File: src/rtl/elm_pkg.sv
// Shared constants and reader FSM state type for the layer-2 result export path.
package elm_pkg;
  localparam int DATA_W  = 32;
  localparam int NUM_OUT = 10;
  localparam int ADDR_W  = 4;

  typedef enum logic [2:0] {
    IDLE    = 3'd0,
    READ    = 3'd1,
    DRAIN   = 3'd2,
    PRESENT = 3'd3,
    RESTART = 3'd4
  } reader_state_t;
endpackage

File: src/rtl/elm_argmax_tracker.sv
// Running signed argmax over a stream of indexed samples; ties keep the lowest index.
// Macro ELM_TOP2_MARGIN_EN adds a second-best tracker and a saturated best-minus-second margin.
module elm_argmax_tracker
  import elm_pkg::*;
(
  input  logic                     clk,
  input  logic                     rst,
  input  logic                     init,
  input  logic                     sample_valid,
  input  logic signed [DATA_W-1:0] sample,
  input  logic        [ADDR_W-1:0] index,
  output logic        [ADDR_W-1:0] best_id,
  output logic signed [DATA_W-1:0] best_score
`ifdef ELM_TOP2_MARGIN_EN
  ,
  output logic signed [DATA_W-1:0] second_score,
  output logic signed [DATA_W-1:0] margin
`endif
);

  logic new_best;
  assign new_best = sample_valid && (init || (sample > best_score));

  always_ff @(posedge clk or posedge rst) begin
    if (rst) begin
      best_id    <= '0;
      best_score <= '0;
    end else if (new_best) begin
      best_id    <= index;
      best_score <= sample;
    end
  end

`ifdef ELM_TOP2_MARGIN_EN
  localparam logic signed [DATA_W-1:0] SCORE_MAX = {1'b0, {(DATA_W-1){1'b1}}};
  localparam logic signed [DATA_W-1:0] SCORE_MIN = {1'b1, {(DATA_W-1){1'b0}}};

  logic               second_valid;
  logic signed [DATA_W:0] diff;

  always_ff @(posedge clk or posedge rst) begin
    if (rst) begin
      second_score <= '0;
      second_valid <= 1'b0;
    end else if (sample_valid) begin
      if (init) begin
        second_valid <= 1'b0;
      end else if (sample > best_score) begin
        second_score <= best_score;
        second_valid <= 1'b1;
      end else if (!second_valid || (sample > second_score)) begin
        second_score <= sample;
        second_valid <= 1'b1;
      end
    end
  end

  // One extra bit so the subtraction cannot wrap before saturation.
  assign diff = {best_score[DATA_W-1], best_score} - {second_score[DATA_W-1], second_score};

  always_comb begin
    margin = diff[DATA_W-1:0];
    if (diff[DATA_W:DATA_W-1] == 2'b01) margin = SCORE_MAX;
    else if (diff[DATA_W:DATA_W-1] == 2'b10) margin = SCORE_MIN;
  end
`endif

endmodule

File: src/rtl/elm_result_reader.sv
// Reads all layer-2 sums out of M3, presents the argmax class on a valid/ready port,
// then pulses start back to the layer-2 controller. Optional macro: ELM_TOP2_MARGIN_EN.
module elm_result_reader
  import elm_pkg::*;
(
  input  logic                     clk,
  input  logic                     rst,
  input  logic                     results_ready,
  output logic                     rd_en,
  output logic        [ADDR_W-1:0] rd_addr,
  input  logic signed [DATA_W-1:0] rd_data,
  output logic                     class_valid,
  input  logic                     class_ready,
  output logic        [ADDR_W-1:0] class_id,
  output logic signed [DATA_W-1:0] class_score,
  output logic signed [DATA_W-1:0] class_margin,
  output logic                     start_out,
  output logic                     busy
);

  localparam logic [ADDR_W-1:0] LAST_ADDR = ADDR_W'(NUM_OUT - 1);

  // Handshake: a class transfer happens on any rising edge where class_valid and
  // class_ready are both high; class_valid never drops and the payload never
  // changes until that transfer has happened.

  reader_state_t     state, state_next;
  logic [ADDR_W-1:0] cnt, cnt_next;
  logic              cap_valid;
  logic [ADDR_W-1:0] cap_addr;

  always_ff @(posedge clk or posedge rst) begin
    if (rst) begin
      state <= IDLE;
      cnt   <= '0;
    end else begin
      state <= state_next;
      cnt   <= cnt_next;
    end
  end

  always_comb begin
    state_next = state;
    cnt_next   = cnt;
    unique case (state)
      IDLE: begin
        if (results_ready) begin
          state_next = READ;
          cnt_next   = '0;
        end
      end
      READ: begin
        if (cnt == LAST_ADDR) state_next = DRAIN;
        else                  cnt_next   = cnt + ADDR_W'(1);
      end
      DRAIN:   state_next = PRESENT;
      PRESENT: if (class_ready) state_next = RESTART;
      RESTART: state_next = IDLE;
      default: state_next = IDLE;
    endcase
  end

  assign rd_en       = (state == READ);
  assign rd_addr     = rd_en ? cnt : '0;
  assign class_valid = (state == PRESENT);
  assign start_out   = (state == RESTART);
  assign busy        = (state != IDLE);

  // M3 has one cycle of read latency; tag each returning word with its address.
  always_ff @(posedge clk or posedge rst) begin
    if (rst) begin
      cap_valid <= 1'b0;
      cap_addr  <= '0;
    end else begin
      cap_valid <= rd_en;
      cap_addr  <= rd_addr;
    end
  end

`ifdef ELM_TOP2_MARGIN_EN
  logic signed [DATA_W-1:0] second_score;
`endif

  elm_argmax_tracker u_tracker (
    .clk          (clk),
    .rst          (rst),
    .init         (cap_valid && (cap_addr == '0)),
    .sample_valid (cap_valid),
    .sample       (rd_data),
    .index        (cap_addr),
    .best_id      (class_id),
    .best_score   (class_score)
`ifdef ELM_TOP2_MARGIN_EN
    ,
    .second_score (second_score),
    .margin       (class_margin)
`endif
  );

`ifndef ELM_TOP2_MARGIN_EN
  assign class_margin = '0;
`endif

endmodule

File: config.mk
export PLATFORM = sky130hd
export DESIGN_NAME = elm_result_reader
export DESIGN_NICKNAME = d
export VERILOG_FILES = /design/src/rtl/elm_pkg.sv /design/src/rtl/elm_argmax_tracker.sv /design/src/rtl/elm_result_reader.sv
export SDC_FILE = /design/constraint.sdc
export NUM_CORES = 1
export LEC_CHECK = 0
export ABC_AREA = 1
export CAP_MARGIN = 20
export CORE_MARGIN = 2
export CORE_UTILIZATION = 65
export DETAILED_ROUTE_END_ITERATION = 8
export DONT_BUFFER_PORTS = 1
export GPL_TIMING_DRIVEN = 0
export PLACE_DENSITY = 0.81
export SLEW_MARGIN = 20
export SYNTH_ARGS = -nofsm -noshare
export SYNTH_HDL_FRONTEND = slang
export SYNTH_SLANG_ARGS = --single-unit
File: constraint.sdc
create_clock -name clk -period 5 [get_ports clk]
set_input_delay 0.75 -clock clk [delete_from_list [all_inputs] [get_ports clk]]
set_output_delay 0.75 -clock clk [all_outputs]
set_load 0.02 [all_outputs]
After elaboration in Yosys (flattened, before gate mapping)
Cells that the tools add are included.
W data, S select, Z words.
{"block": "totals", "register_bits": 48, "inputBits": 36, "wordCells": 34}
{"block": "op_classes", "add_sub_neg": 1, "order_cmp": 1, "n_eq_ne": 9, "mux": 8, "reduce_logical": 9}
{"operator": "$gt A32 B32 Y1", "n": 1}
{"operator": "$mux W4", "n": 3}
{"operator": "$pmux W3 S4", "n": 1}
{"operator": "$mux W3", "n": 3}
{"operator": "$pmux W4 S2", "n": 1}
{"operator": "$eq A3 B2 Y1 const B", "n": 2}
{"operator": "$reduce_and A3 Y1", "n": 2}
{"operator": "$add A4 B1 Y4 const B", "n": 1}
{"operator": "$eq A4 B4 Y1 const B", "n": 1}
{"operator": "$logic_not A4 Y1", "n": 1}
{"operator": "$ne A2 B1 Y1 const B", "n": 2}
{"operator": "$ne A2 B2 Y1 const B", "n": 2}
{"operator": "$eq A3 B1 Y1 const B", "n": 1}
{"operator": "$eq A3 B3 Y1 const B", "n": 1}
{"operator": "$logic_not A3 Y1", "n": 1}
{"operator": "$reduce_bool A3 Y1", "n": 1}
{"operator": "$logic_and A1 B1 Y1", "n": 2}
{"operator": "$reduce_bool A2 Y1", "n": 1}
{"operator": "$logic_or A1 B1 Y1", "n": 1}

Logic depth before layout (Yosys ltp)
{"block": "depth", "depth_word": 4, "depth_mapped": 20}

By module
Synthesis repeated with hierarchy kept, for this count alone.
{"block": "hier_totals", "cells_unflattened": 420, "area_unflattened_um2": 3240.6}
{"mod": "elm_argmax_tracker", "n_inst": 1, "cells_per_inst": 304, "area_per_inst_um2": 2329.7, "seq_area_each_um2": 900.9}
{"mod": "elm_result_reader", "n_inst": 1, "cells_per_inst": 116, "area_per_inst_um2": 910.9, "seq_area_each_um2": 300.3}

Least setup slack after synthesis
Ideal clock, no wire load.
{"block": "synth_timing", "kind": "input to register", "startpoint": "input rd_data[31]", "endpoint": "register u_tracker.best_score[0]", "arrival_ns": 2.202, "path_slack_ns": 2.682, "path_stages": 13, "path_buffers": 1, "path_cell_list": "ha_1 -> nand2_1 -> nor2_2 -> nand2_2 -> nor3b_2 -> nand2_1 -> nand3_1 -> nand3_2 -> nand2_4 -> nand2_8 -> buf_12 -> nand2_2 -> nand2_2"}
{"block": "synth_via", "elab_chain_len": 3}
{"item": "start: declaration", "line_no": "elm_result_reader.sv:11", "text": "input logic signed [DATA_W-1:0] rd_data,"}
{"item": "$gt A32 B32 Y1", "line_no": "elm_argmax_tracker.sv:22", "text": "assign new_best = sample_valid && (init || (sample > best_score));"}
{"item": "$logic_or A1 B1 Y1", "line_no": "elm_argmax_tracker.sv:22"}
{"item": "$logic_and A1 B1 Y1", "line_no": "elm_argmax_tracker.sv:22"}
{"item": "end signal: assignment", "line_no": "elm_argmax_tracker.sv:30", "text": "best_score <= sample;"}
{"item": "end: declaration", "line_no": "elm_argmax_tracker.sv:13", "text": "output logic signed [DATA_W-1:0] best_score"}
No other way between the ends.
A chain may end at the register's enable or synchronous reset.

Worst setup path in the final report
{"block": "layout_timing", "startpoint": "register state[2]", "endpoint": "output rd_addr[3]"}
{"block": "layout_via", "elab_chain_len": 2}
{"item": "start: declaration", "line_no": "elm_result_reader.sv:27", "text": "reader_state_t state, state_next;"}
{"item": "start signal: assignment", "line_no": "elm_result_reader.sv:37", "text": "state <= state_next;"}
{"item": "$eq A3 B1 Y1", "line_no": "elm_result_reader.sv:63", "text": "assign rd_en = (state == READ);"}
{"item": "net rd_en", "line_no": "elm_result_reader.sv:9", "text": "output logic rd_en,"}
{"item": "$mux W4", "line_no": "elm_result_reader.sv:64", "text": "assign rd_addr = rd_en ? cnt : '0;"}
{"item": "end: declaration", "line_no": "elm_result_reader.sv:10", "text": "output logic [ADDR_W-1:0] rd_addr,"}
The timed path passes the listed nets, and every way through them passes these cells.

==> summary.md <==
| Metric | Value |
|---|---|
| Sum of internal, switching and leakage power | 2.134 mW |
| Worst stage delay on the critical path | 560 ps |
| Number of buffers added by the clock tree synthesis step | 5 |
| Sequential cell area fraction in the yosys report | 36.91% |
| DRT Pass-1 Iters | 4 |
| Yosys synthesis warning count | 0 |
| Clock period minus final worst setup slack | 2730 ps |
| Number of filler instances in the final layout | 374 |
| Setup Viol. Count Final | 0 |
| Final non-filler cell total | 499 |
| CTS tree | yes |
| Buffer depth of the longest clock path | 2 |
| Final nets | 501 |
| Cell at the root of the clock tree | sky130_fd_sc_hd__clkbuf_8 |
| First-pass GRT wire length | 10,320 µm |
| Placed wire-length estimate after detailed placement | 5020 µm |
| Area growth from synthesis to layout | 9.612% |
| Flop and latch count out of synthesis | 48 |
| Maximum clock frequency | 366.3 MHz |
| Final Skew | 8.933 ps |
| Routed length per placed instance | 12.67 µm |
| Power density relative to cell area | 598.2 mW/mm² |
| Core box area | 0.004786 mm² |
| # hold bufs at CTS | 0 |
| Clock input transition at the sequential cells of the worst setup and hold paths | 100 ps |
| Buffer and inverter count on the worst path | 1 |
| Mapped Avg Cell Area | 8.302 µm² |
| Count of flip-flops with a built-in enable after synthesis | 0 |
| Switching power | 1.086 mW |
| Overall die area | 0.005589 mm² |
| Share of async-settable or async-resettable flops after synthesis | 100.0% |
| Sum of negative setup slack | 0 ps |
| Placed Cells | 491 |
| Number of antenna diodes | 0 |
| Setup repair after global routing missed its margin | false |
| Number of distinct standard cells referenced by the synthesized netlist | 28 |
| Top post-synthesis cells by area | sky130_fd_sc_hd__dfrtp_1 37%, sky130_fd_sc_hd__ha_1 13%, sky130_fd_sc_hd__nand2_1 8.5% |
| Placed inst area | 0.003475 mm² |
| Kind of start point of the critical path | flop |
| Number of maximum-capacitance constraint violations | 0 |
| Total standard cell area after synthesis | 0.003254 mm² |
| Clock insertion delay at the later pin of the skew report | 310 ps |
| Required arrival time at the worst endpoint | 4250 ps |
| Sinks on the clock net | 48 |
| Relative max-transition margin | 46.60% |
| Data arrival time at the worst-slack endpoint | 1980 ps |
| Final design area excluding fillers | 0.003567 mm² |
| Height of the die | 74.76 µm |
| # resized after CTS | 0 |
| Iteration-0 DRC Markers | 110 |
| Largest delay contributor family on the critical path | simple AND/OR/NAND/NOR gates |
| Sw Share | 50.88% |
| Count of buffers added by post-CTS timing repair for setup | 0 |
| Total congestion overflow | 0 |
| Cell count after synthesis | 392 |
| Final Routed Wirelength | 6324 µm |
| Fraction of post-synthesis cell area in the top cell type by area | 36.91% |
| X dimension of the die | 74.76 µm |
| Slowest-stage cell, CP | sky130_fd_sc_hd__nor3_2 |
| Via count of the first global-routing pass | 2,417 |
| Period Utilization, post-route | 54.61% |
| Series of cell instances along the critical path | nor3_2 -> inv_1 -> nor2_1 |
| Top FF cell, synth | sky130_fd_sc_hd__dfrtp_1 |
| Clock network power share | 11.4% |
| Total via count in the routed design | 2,467 |
| Layout cell share with drive strength beyond 1 | 22.45% |
| Io pins | 112 |
| Number of placement rows | 25 |
| Maximum number of pins on one net before global-route repair | 27 |
| Crit. End Element | output pin |
| Overall fraction of global-route tracks in use | 23.95% |
| Min-Delay Path Class | primary input to asynchronous set/reset pin |
| Number of antenna violations at the first check in global routing | 0 |
| Gp weighted congestion | 0.8391 |
| Average vias per placed instance | 4.944 |
| Register cell area after layout | 0.001201 mm² |
| Critical path start-end classification | flop to output pin |
| Dominant cell type by area after synthesis | sky130_fd_sc_hd__dfrtp_1 |
| Most frequently used cell type in the post-synthesis netlist | sky130_fd_sc_hd__nand2_1 |
| Leak pwr | 1.994 nW |
| Number of max-slew violations in the final report | 0 |
| Starting utilization of the core area | 68.00% |
| Internal power consumption | 1.048 mW |
| Run status | complete, no violations |
| Final Hold Violating Endpoints | 0 |
| Multi-input combinational cell area | 0.001633 mm² |
| Comb power frac | 47.4% |
| Worst-case vdd ir drop | 0.0005541 V |
| I/O Buffers | 0 |
| Max H-tree Level | 2 |
| Residual DRC count | 0 |
| Number of routed nets with antenna violations | 0 |
| Slew at the pin closest to its max-slew limit | 794.9 ps |
| Most used standard cells in the synthesized netlist | 74 x sky130_fd_sc_hd__nand2_1, 52 x sky130_fd_sc_hd__inv_1, 48 x sky130_fd_sc_hd__dfrtp_1 |
| Largest fanout on the critical path | 7 |
| Sequential cell fraction of total power | 41.2% |
-- per-layer routing --
metal / track usage (%) / up-vias / share of wire [%]
met1: 27.79 / 1121 / 40
li1: - / 1259 / -
met3: 6.961 / 9 / 7.9
met5: 0 / - / 0
met2: 42.28 / 78 / 51
met4: 8.333 / 0 / 1.6
-- final cells by class --
class / count / area share [%]
multi-input cells: 281 / 45.77
flip-flops and latches: 48 / 33.67
plain buffers: 42 / 9.576
inverters: 52 / 5.472
well taps: 67 / 2.350
clock buffers: 5 / 1.929
clock inverters: 3 / 0.6664
repair buffers: 1 / 0.5612
-- final timing paths --
kind,startpoint,end,slack (ps),cells after the start
min in group clk,cap_addr[3]$_DFF_PP0_,u_tracker.best_id[3]$_DFFE_PP0P_,530,2
worst min-delay path,rst,u_tracker.best_score[24]$_DFFE_PP0P_,330,1
max in group asynchronous,rst,u_tracker.best_score[2]$_DFFE_PP0P_,4160,2
worst min register to register,cap_addr[3]$_DFF_PP0_,u_tracker.best_id[3]$_DFFE_PP0P_,530,2
worst max-delay path,state[2]$_DFFE_PP0P_,rd_addr[3],2270,3
worst max register to register,u_tracker.best_score[31]$_DFFE_PP0P_,u_tracker.best_score[5]$_DFFE_PP0P_,2660,14
-- stage by stage --
step	setup slack (ps)	util [%]	hold WS [ps]
CTS	2240	74.54	356.1
finish	2270	74.54	332.6
global placement	2524	72.18	484.9
floorplan	2682	-	467.1
detailed placement	2493	72.60	503.0
global route	2077	74.54	372.7
-- power by group through the flow --
stage / combinational [mW] / clock, mW / sequential (mW)
global route: 1.17 / 0.260 / 0.901
global placement: 0.973 / 0 / 0.879
detailed placement: 1.01 / 0 / 0.886
finish: 1.01 / 0.244 / 0.878
floorplan: 0.851 / 0 / 0.844
CTS: 1.02 / 0.246 / 0.880
-- sequential cells by signal, summed over array words and instances (netlist names) --
name / cells
state: 3
u_tracker.best_score: 32
cap_valid: 1
cnt: 4
u_tracker.best_id: 4
cap_addr: 4
-- logic make-up after synthesis --
logic type | share of synthesized area, %
compound gates | 4.613
xor+xnor | 0.2692
fa+ha+maj | 13.07
buf+inv | 16.49
flops | 36.91
other cells | 0.1152
simple gates | 28.53
-- cell usage in the layout (no fill, tap or decap), types with 2 or more instances in the layout --
master,Yosys,layout
sky130_fd_sc_hd__o31ai_1,2,2
sky130_fd_sc_hd__buf_12,3,4
sky130_fd_sc_hd__ha_1,34,34
sky130_fd_sc_hd__conb_1,1,32
sky130_fd_sc_hd__nor2_1,18,18
sky130_fd_sc_hd__nor3_1,2,2
sky130_fd_sc_hd__o21a_1,2,2
sky130_fd_sc_hd__a21oi_1,16,16
sky130_fd_sc_hd__nand2_1,74,74
sky130_fd_sc_hd__clkinvlp_4,0,2
sky130_fd_sc_hd__buf_1,2,2
sky130_fd_sc_hd__inv_1,52,51
sky130_fd_sc_hd__nand4_1,3,3
sky130_fd_sc_hd__buf_4,36,36
sky130_fd_sc_hd__nand2_2,40,40
sky130_fd_sc_hd__o21ai_0,4,4
sky130_fd_sc_hd__nand3_1,41,41
sky130_fd_sc_hd__clkbuf_8,0,5
sky130_fd_sc_hd__nand3_2,2,2
sky130_fd_sc_hd__nand2_4,2,2
sky130_fd_sc_hd__dfrtp_1,48,48
sky130_fd_sc_hd__o22ai_1,2,2
Note: power is estimated with default switching activity, not from simulation.
